**src/rtl/stopwatch_timer_core.sv**
```systemverilog
// stopwatch_timer_core
// Countdown timer core fed by single-cycle button edge flags. Holds an MM:SS
// value as four BCD digits, loads it with +1 s / +10 s, counts it down once
// per second while running and flags done when the countdown reaches 00:00.

module stopwatch_timer_core #(
    parameter int unsigned TICKS_PER_SEC = 10_000_000
) (
    input  logic       clk,
    input  logic       rst,
    input  logic       one_pulse,
    input  logic       ten_pulse,
    input  logic       pause_pulse,
    input  logic       clear_pulse,
    output logic [3:0] min_tens,
    output logic [3:0] min_ones,
    output logic [3:0] sec_tens,
    output logic [3:0] sec_ones,
    output logic       running,
    output logic       done
);

    localparam int unsigned PW = (TICKS_PER_SEC > 2) ? $clog2(TICKS_PER_SEC) : 1;
    localparam logic [PW-1:0] PRE_LAST = PW'(TICKS_PER_SEC - 1);

    typedef struct packed {
        logic [3:0] minTens;
        logic [3:0] minOnes;
        logic [3:0] secTens;
        logic [3:0] secOnes;
    } bcdTimeT;

    typedef enum logic [1:0] {
        IDLE   = 2'd0,
        RUN    = 2'd1,
        PAUSED = 2'd2,
        DONE   = 2'd3
    } stateT;

    localparam bcdTimeT TIME_ZERO = '{minTens: 4'd0, minOnes: 4'd0, secTens: 4'd0, secOnes: 4'd0};
    localparam bcdTimeT TIME_MAX  = '{minTens: 4'd9, minOnes: 4'd9, secTens: 4'd5, secOnes: 4'd9};

    stateT         state_q, state_d;
    bcdTimeT       time_q, time_d;
    logic [PW-1:0] pre_q, pre_d;
    logic          running_q;
    logic          done_q;

    bcdTimeT       addTime;
    bcdTimeT       decTime;
    logic          anyAdd;

    // BCD add of the one/ten flags: +1 enters at the seconds ones digit, +10 at
    // the seconds tens digit, carries ripple upward and a carry out of the
    // minutes tens digit saturates the whole value at 99:59.
    always_comb begin
        logic [4:0] soSum;
        logic [4:0] stSum;
        logic [4:0] moSum;
        logic [4:0] mtSum;
        logic       c0;
        logic       c1;
        logic       c2;
        bcdTimeT    raw;

        raw    = time_q;
        anyAdd = one_pulse | ten_pulse;

        soSum = {1'b0, time_q.secOnes} + {4'b0000, one_pulse};
        c0    = (soSum > 5'd9);
        raw.secOnes = c0 ? 4'(soSum - 5'd10) : soSum[3:0];

        stSum = {1'b0, time_q.secTens} + {4'b0000, ten_pulse} + {4'b0000, c0};
        c1    = (stSum > 5'd5);
        raw.secTens = c1 ? 4'(stSum - 5'd6) : stSum[3:0];

        moSum = {1'b0, time_q.minOnes} + {4'b0000, c1};
        c2    = (moSum > 5'd9);
        raw.minOnes = c2 ? 4'(moSum - 5'd10) : moSum[3:0];

        mtSum = {1'b0, time_q.minTens} + {4'b0000, c2};
        raw.minTens = mtSum[3:0];

        addTime = (mtSum > 5'd9) ? TIME_MAX : raw;
    end

    // One-second BCD decrement with borrows running the reverse way through
    // the digits; only used when the time is known to be non-zero.
    always_comb begin
        decTime = time_q;
        if (time_q.secOnes != 4'd0) begin
            decTime.secOnes = time_q.secOnes - 4'd1;
        end else begin
            decTime.secOnes = 4'd9;
            if (time_q.secTens != 4'd0) begin
                decTime.secTens = time_q.secTens - 4'd1;
            end else begin
                decTime.secTens = 4'd5;
                if (time_q.minOnes != 4'd0) begin
                    decTime.minOnes = time_q.minOnes - 4'd1;
                end else begin
                    decTime.minOnes = 4'd9;
                    decTime.minTens = time_q.minTens - 4'd1;
                end
            end
        end
    end

    // Next state of the control FSM, time value and prescaler; clear beats
    // pause and pause beats any add arriving in the same cycle.
    always_comb begin
        state_d = state_q;
        time_d  = time_q;
        pre_d   = pre_q;

        if (clear_pulse) begin
            state_d = IDLE;
            time_d  = TIME_ZERO;
            pre_d   = '0;
        end else begin
            case (state_q)
                IDLE: begin
                    if (pause_pulse) begin
                        if (time_q != TIME_ZERO) begin
                            state_d = RUN;
                            pre_d   = '0;
                        end
                    end else if (anyAdd) begin
                        time_d = addTime;
                    end
                end
                RUN: begin
                    if (pause_pulse) begin
                        state_d = PAUSED;
                    end else if (pre_q == PRE_LAST) begin
                        pre_d  = '0;
                        time_d = decTime;
                        if (decTime == TIME_ZERO) begin
                            state_d = DONE;
                        end
                    end else begin
                        pre_d = pre_q + PW'(1);
                    end
                end
                PAUSED: begin
                    if (pause_pulse) begin
                        state_d = RUN;
                    end else if (anyAdd) begin
                        time_d = addTime;
                    end
                end
                DONE: begin
                    time_d = TIME_ZERO;
                    pre_d  = '0;
                end
                default: begin
                    state_d = IDLE;
                    time_d  = TIME_ZERO;
                    pre_d   = '0;
                end
            endcase
        end
    end

    // State registers plus registered running/done flags derived from the next state.
    always_ff @(posedge clk) begin
        if (rst) begin
            state_q   <= IDLE;
            time_q    <= TIME_ZERO;
            pre_q     <= '0;
            running_q <= 1'b0;
            done_q    <= 1'b0;
        end else begin
            state_q   <= state_d;
            time_q    <= time_d;
            pre_q     <= pre_d;
            running_q <= (state_d == RUN);
            done_q    <= (state_d == DONE);
        end
    end

    assign min_tens = time_q.minTens;
    assign min_ones = time_q.minOnes;
    assign sec_tens = time_q.secTens;
    assign sec_ones = time_q.secOnes;
    assign running  = running_q;
    assign done     = done_q;

endmodule
```
**config.mk**
```make
export PLATFORM = sky130hd
export DESIGN_NAME = stopwatch_timer_core
export DESIGN_NICKNAME = d
export VERILOG_FILES = /design/src/rtl/stopwatch_timer_core.sv
export SDC_FILE = /design/constraint.sdc
export NUM_CORES = 1
export LEC_CHECK = 0
export CORE_ASPECT_RATIO = 0.75
export CORE_MARGIN = 3
export CORE_UTILIZATION = 54
export DETAILED_ROUTE_END_ITERATION = 10
export PLACE_DENSITY_LB_ADDON = 0.15
export SKIP_LAST_GASP = 1
export SYNTH_ARGS = -nofsm -noshare
export SYNTH_HDL_FRONTEND = slang
export SYNTH_SLANG_ARGS = --single-unit
```
**constraint.sdc**
```tcl
create_clock -name clk -period 7.6 [get_ports clk]
set_clock_uncertainty 0.1 [all_clocks]
set_input_delay 1.9 -clock clk [delete_from_list [all_inputs] [get_ports clk]]
set_output_delay 1.9 -clock clk [all_outputs]
set_load 0.005 [all_outputs]
```
Yosys cells after proc, flatten, opt, wreduce, memory -nomap -nowiden --
Cells that the tools add are included.
Word-level totals: ROM bits 0, latch bits 0, output and inout bits 18, register bits after elaboration 44, memories kept 0, memory bits (writable) 0
Cells by class: multiply operators 0, magnitude comparators 4, multiplexer cells 28, shifts and indexed selects 0, reductions and logical operators 11, equality and inequality tests 12, div/mod/pow operators 0, bitwise logic cells 1, $add $sub $neg 13
Operators by type and width (count):
- $mux W24 | 4
- $mux W16 | 5
- $pmux W24 S3 | 1
- $pmux W16 S3 | 1
- $mux W4 | 7
- $add A24 B1 Y24 const B | 1
- $eq A24 B24 Y1 const B | 1
- $add A4 B1 Y5 | 4
- $logic_not A16 Y1 | 1
- $reduce_bool A16 Y1 | 1
- $sub A4 B1 Y4 const B | 4
- $gt A5 B4 Y1 const B | 3
- $mux W2 | 7
- $mux W12 | 1
- $reduce_bool A4 Y1 | 3
- $ne A2 B2 Y1 const B | 5
- $mux W8 | 1
- $reduce_and A4 Y1 | 2
- $sub A4 B4 Y4 const B | 2
- $eq A2 B2 Y1 const B | 3
- $pmux W2 S3 | 1
- $add A5 B1 Y5 | 1
- $gt A5 B3 Y1 const B | 1
- $eq A2 B1 Y1 const B | 2
- other kinds (6) | 7

Longest topological paths before layout --
depth after elaboration 12, gate-level depth with buffers 28

Worst setup path before layout --
OpenSTA, ideal clock, no wires.
path kind input-to-reg, from input one_pulse, to register time_q, in the netlist min_tens[1], arrival time 7.486 ns, buffers on the path 2, cell stages on the path 27, setup slack -0.072 ns, setup time 0.086 ns, cells stage by stage ha_1 -> ha_1 -> clkbuf_1 -> inv_1 -> a211o_1 -> o2bb2ai_1 -> fa_1 -> inv_1 -> ha_1 -> xor2_1 -> ha_1 -> nor2b_1 -> o2bb2ai_1 -> o21ai_1 -> ha_1 -> ha_1 -> nand3b_1 -> a21oi_1 -> a311oi_1 -> ha_1 -> ha_1 -> o221ai_1 -> or2_1 -> clkbuf_1 -> nor2_1 -> a221oi_1 -> a211oi_1
On the way: word-level cells in the longest chain between the ends 12, elaborated cells on any way between the ends 15, those cells by class add/sub (4); order compare (4); eq/ne (1); mux (4); bitwise (1); reduce/logical (1)
Ends and longest elaborated chain:
- from (decl) | RTL line 11 | input logic one_pulse,
- $add A4 B1 Y5 | RTL line 69 | soSum = {1'b0, time_q.secOnes} + {4'b0000, one_pulse};
- $gt A5 B4 Y1 | RTL line 70 | c0 = (soSum > 5'd9);
- $add A5 B1 Y5 | RTL line 73 | stSum = {1'b0, time_q.secTens} + {4'b0000, ten_pulse} + {4'b0000, c0};
- $gt A5 B3 Y1 | RTL line 74 | c1 = (stSum > 5'd5);
- $add A4 B1 Y5 | RTL line 77 | moSum = {1'b0, time_q.minOnes} + {4'b0000, c1};
- $gt A5 B4 Y1 | RTL line 78 | c2 = (moSum > 5'd9);
- $add A4 B1 Y5 | RTL line 81 | mtSum = {1'b0, time_q.minTens} + {4'b0000, c2};
- $gt A5 B4 Y1 | RTL line 84 | addTime = (mtSum > 5'd9) ? TIME_MAX : raw;
- $mux W16 | RTL line 84
- $mux W16 | RTL line 128, 148
- $mux W16 | RTL line 123 | if (pause_pulse) begin
- $pmux W16 S3 | RTL line 121 | case (state_q)
- to (signal assigned) | RTL line 175 | time_q <= time_d;
- to (decl) | RTL line 44 | bcdTimeT time_q, time_d;
Several ways; a longest one is shown, not always the timed one. The select of a mux whose other input is x is not followed. A chain may end at the register's enable or synchronous reset.

Worst setup path after layout --
from input one_pulse, to register time_q, in the netlist sec_ones[2]
Same word-level chain as after synthesis.

==> flow_summary.ini <==
[run_status]
run_status = complete, no violations

[synthesis]
yosys_warnings = 0
yosysUniqueCellTypes = 67
avgSynthCellArea_sq_um = 7.54
ys_async_sr_fraction_pct = 0
synth_edf_count = 0
ys_seq_area_share_pct = 26.3
synth_nets = 466
synthCells = 444
synth_seq_cells = 44
syn_area_sq_mm = 0.00335
ys.flop_type = dfxtp_1

[cells_and_area]
n_antenna_cell = 0
final_cells = 537
post-route-util_pct = 65.2
drive_gt1_share_pct = 11.3
design_area_sq_mm = 0.00386
syn2layout_area_growth_pct = 15.3
finalNetCount = 481

[clocking]
cts_buffer_depth = 2
cts.sink_count = 44
clk_latency_ns = 0.30
path_clk_slew_ns = 0.09
cts-root-buf = clkbuf_8
htreeDepth = 2
cts_buffers = 5
post_cts_buffers = 0
cts_tree = built

[sta]
worst_pin_slew_ns = 0.870
period_needed_ns = 7.36
hold_viol = 0
max_freq_ghz = 0.136
min_period_over_period_pct = 96.9
drv_slew = 0
setup_viol = 0
timing.slew.headroom_pct = 42.0

[die]
die-area_sq_mm = 0.00719
ioPinCount = 24
die_x_um = 96.9
core_sq_mm = 0.00592
rows = 24
die_h_um = 74.2
start_util_pct = 56.6

[critical_path]
path_buf_inv = 5
critical_path.top_delay_family = adder cells
start_kind = input pin
cp-end-kind = register
crit_type = input pin to register
cp_common_cell = ha_1
arrival_ns = 7.42
worst_path_max_delay_cell = clkdlybuf4s50_1
cp_slowest_stage_delay_ns = 0.43
critical_path.max_fanout = 7
required_ns = 7.65

[grt]
grt_max_degree = 24
grt_overflow = 0
grt_pass1_vias = 3105
grtUsageTotal_pct = 25.2
grt_pass1_wl_um = 15100
antenna_found_initial = 0

[power]
power.density_mw_per_mm2 = 141
max-vdd-ir-drop_mv = 0.0910
p_leak_uw = 0.00129

[drt]
vias = 3398
wire_per_inst_um = 16.8
finalWirelength_um = 9040
remaining_drc_errors = 0
dr.pass1.iters = 5
drt_iter0_drc = 350
via_per_inst = 6.33
ant_nets = 0

[placed_design]
dpl_cell_area_sq_mm = 0.00365
place_congestion = 0.960
io_buffers = 23
dp_cells = 530
dpl.hpwl_um = 6390

[worst_hold_path]
hp-class = register to register

[run]
maxCapViolCount = 0
## worst register-to-register path, stage by stage (launching register included)
cell and delay, ns:
dfxtp_1 0.55, ha_1 0.26, buf_4 0.13, nand2_1 0.10
a211o_1 0.31, o2bb2ai_1 0.16, fa_1 0.42, inv_2 0.09
ha_4 0.16, xor2_4 0.20, ha_1 0.17, nor2b_2 0.18
o2bb2ai_2 0.08, o21ai_1 0.11, ha_1 0.20, ha_2 0.29
nand3b_1 0.22, a21oi_2 0.21, a311oi_2 0.08, ha_2 0.29
ha_2 0.35, inv_1 0.05, a221oi_1 0.20, or2_4 0.23
nor2_2 0.06, buf_4 0.21, a32oi_1 0.18, a21oi_1 0.09
## per-stage QoR
step | hold WS, ns | setup slack, ns | power (uW) | TNS, ns
3_3_place_gp | 0.367 | 0.0431 | 330 | 0
6_report | 0.386 | 0.237 | 545 | 0
3_5_place_dp | 0.368 | -0.228 | 331 | -1.71
4_1_cts | 0.384 | 0.0372 | 541 | 0
5_1_grt | 0.412 | -0.0106 | 562 | -0.0106
2_1_floorplan | 0.344 | 0.0315 | 308 | 0
## cell usage in the layout, fill, tap and decap left out, types with 13 or more instances in the layout
cell type,instances
xor2_1,13
nor3_1,16
a21oi_1,36
dfxtp_1,44
nand2_1,32
o21ai_1,14
xnor2_1,14
nand3_1,22
clkdlybuf4s50_1,23
nor2_1,41
buf_4,17
inv_1,13
o21ai_0,20
## flip-flops by register name (all words and copies together), names as in the netlist
register	count
done	1
pre_q	24
min_tens	4
min_ones	4
sec_ones	4
sec_tens	4
state_q	2
running	1
## metal layers
layer / GRT usage (%) / part of all wire [%] / routed length [um]
met4: 4.67 / 0.76 / 69
met1: 37.5 / 49 / 4450
met5: 0 / 0 / 0
met2: 37.9 / 42 / 3760
met3: 5.15 / 8.4 / 757
## path summary, 6_finish.rpt
| check | startpoint | to | slack, ns | depth (start not counted) |
|---|---|---|---|---|
| setup / recovery | one_pulse | sec_ones[2] | 0.24 | 28 |
| hold / removal | pre_q[6] | pre_q[6] | 0.39 | 1 |
| setup reg to reg | sec_ones[0] | sec_ones[2] | 1.80 | 27 |
| hold reg to reg | pre_q[6] | pre_q[6] | 0.39 | 1 |
## what timing repair did
item                                    4_1_cts  5_1_grt
endpoints found under the setup margin        0       14
resized for setup                             0       18
hold buffers                                  0        0
endpoints found under the hold margin         0        0
## synthesized netlist by cell type, drive strengths merged, types with 5 or more instances
cell type | number | share of area [%]
dfxtp | 44 | 26
nor2 | 42 | 4.7
a21oi | 39 | 5.9
o21ai | 35 | 5.3
nand2 | 32 | 3.6
nand3 | 22 | 3.3
clkbuf | 21 | 2.5
nor3 | 18 | 2.8
ha | 15 | 5.6
inv | 14 | 1.6
xnor2 | 14 | 3.7
xor2 | 14 | 3.7
buf | 11 | 2.2
nand4 | 10 | 1.9
a31oi | 7 | 1.3
and3 | 7 | 1.3
or3 | 7 | 1.3
or4 | 7 | 1.8
nand2b | 6 | 1.1
nor4 | 6 | 2.0
nor2b | 5 | 0.93
## power by group
part | switching (uW) | leakage [uW] | internal [uW]
clock network | 86.3 | 0.0000642 | 130
logic | 51.9 | 0.000870 | 35.1
registers | 9.05 | 0.000355 | 233
## cell type report
type,count,area [sq um]
Clock buffer,5,68.8
Tap cell,78,97.6
Clock inverter,2,60.1
Inverter,14,52.6
Sequential cell,44,881
Multi-Input combinational cell,354,2340
Fill cell,500,2060
Timing Repair Buffer,40,358
## cell families after synthesis
kind of cell	Yosys count	synth area share, %
simple gates	185	30.1
compound gates	122	22.9
buf+inv	46	6.21
flops	44	26.3
xor+xnor	28	7.33
fa+ha+maj	16	6.21
mux	3	0.898
Power figures use the tool's default switching activity.
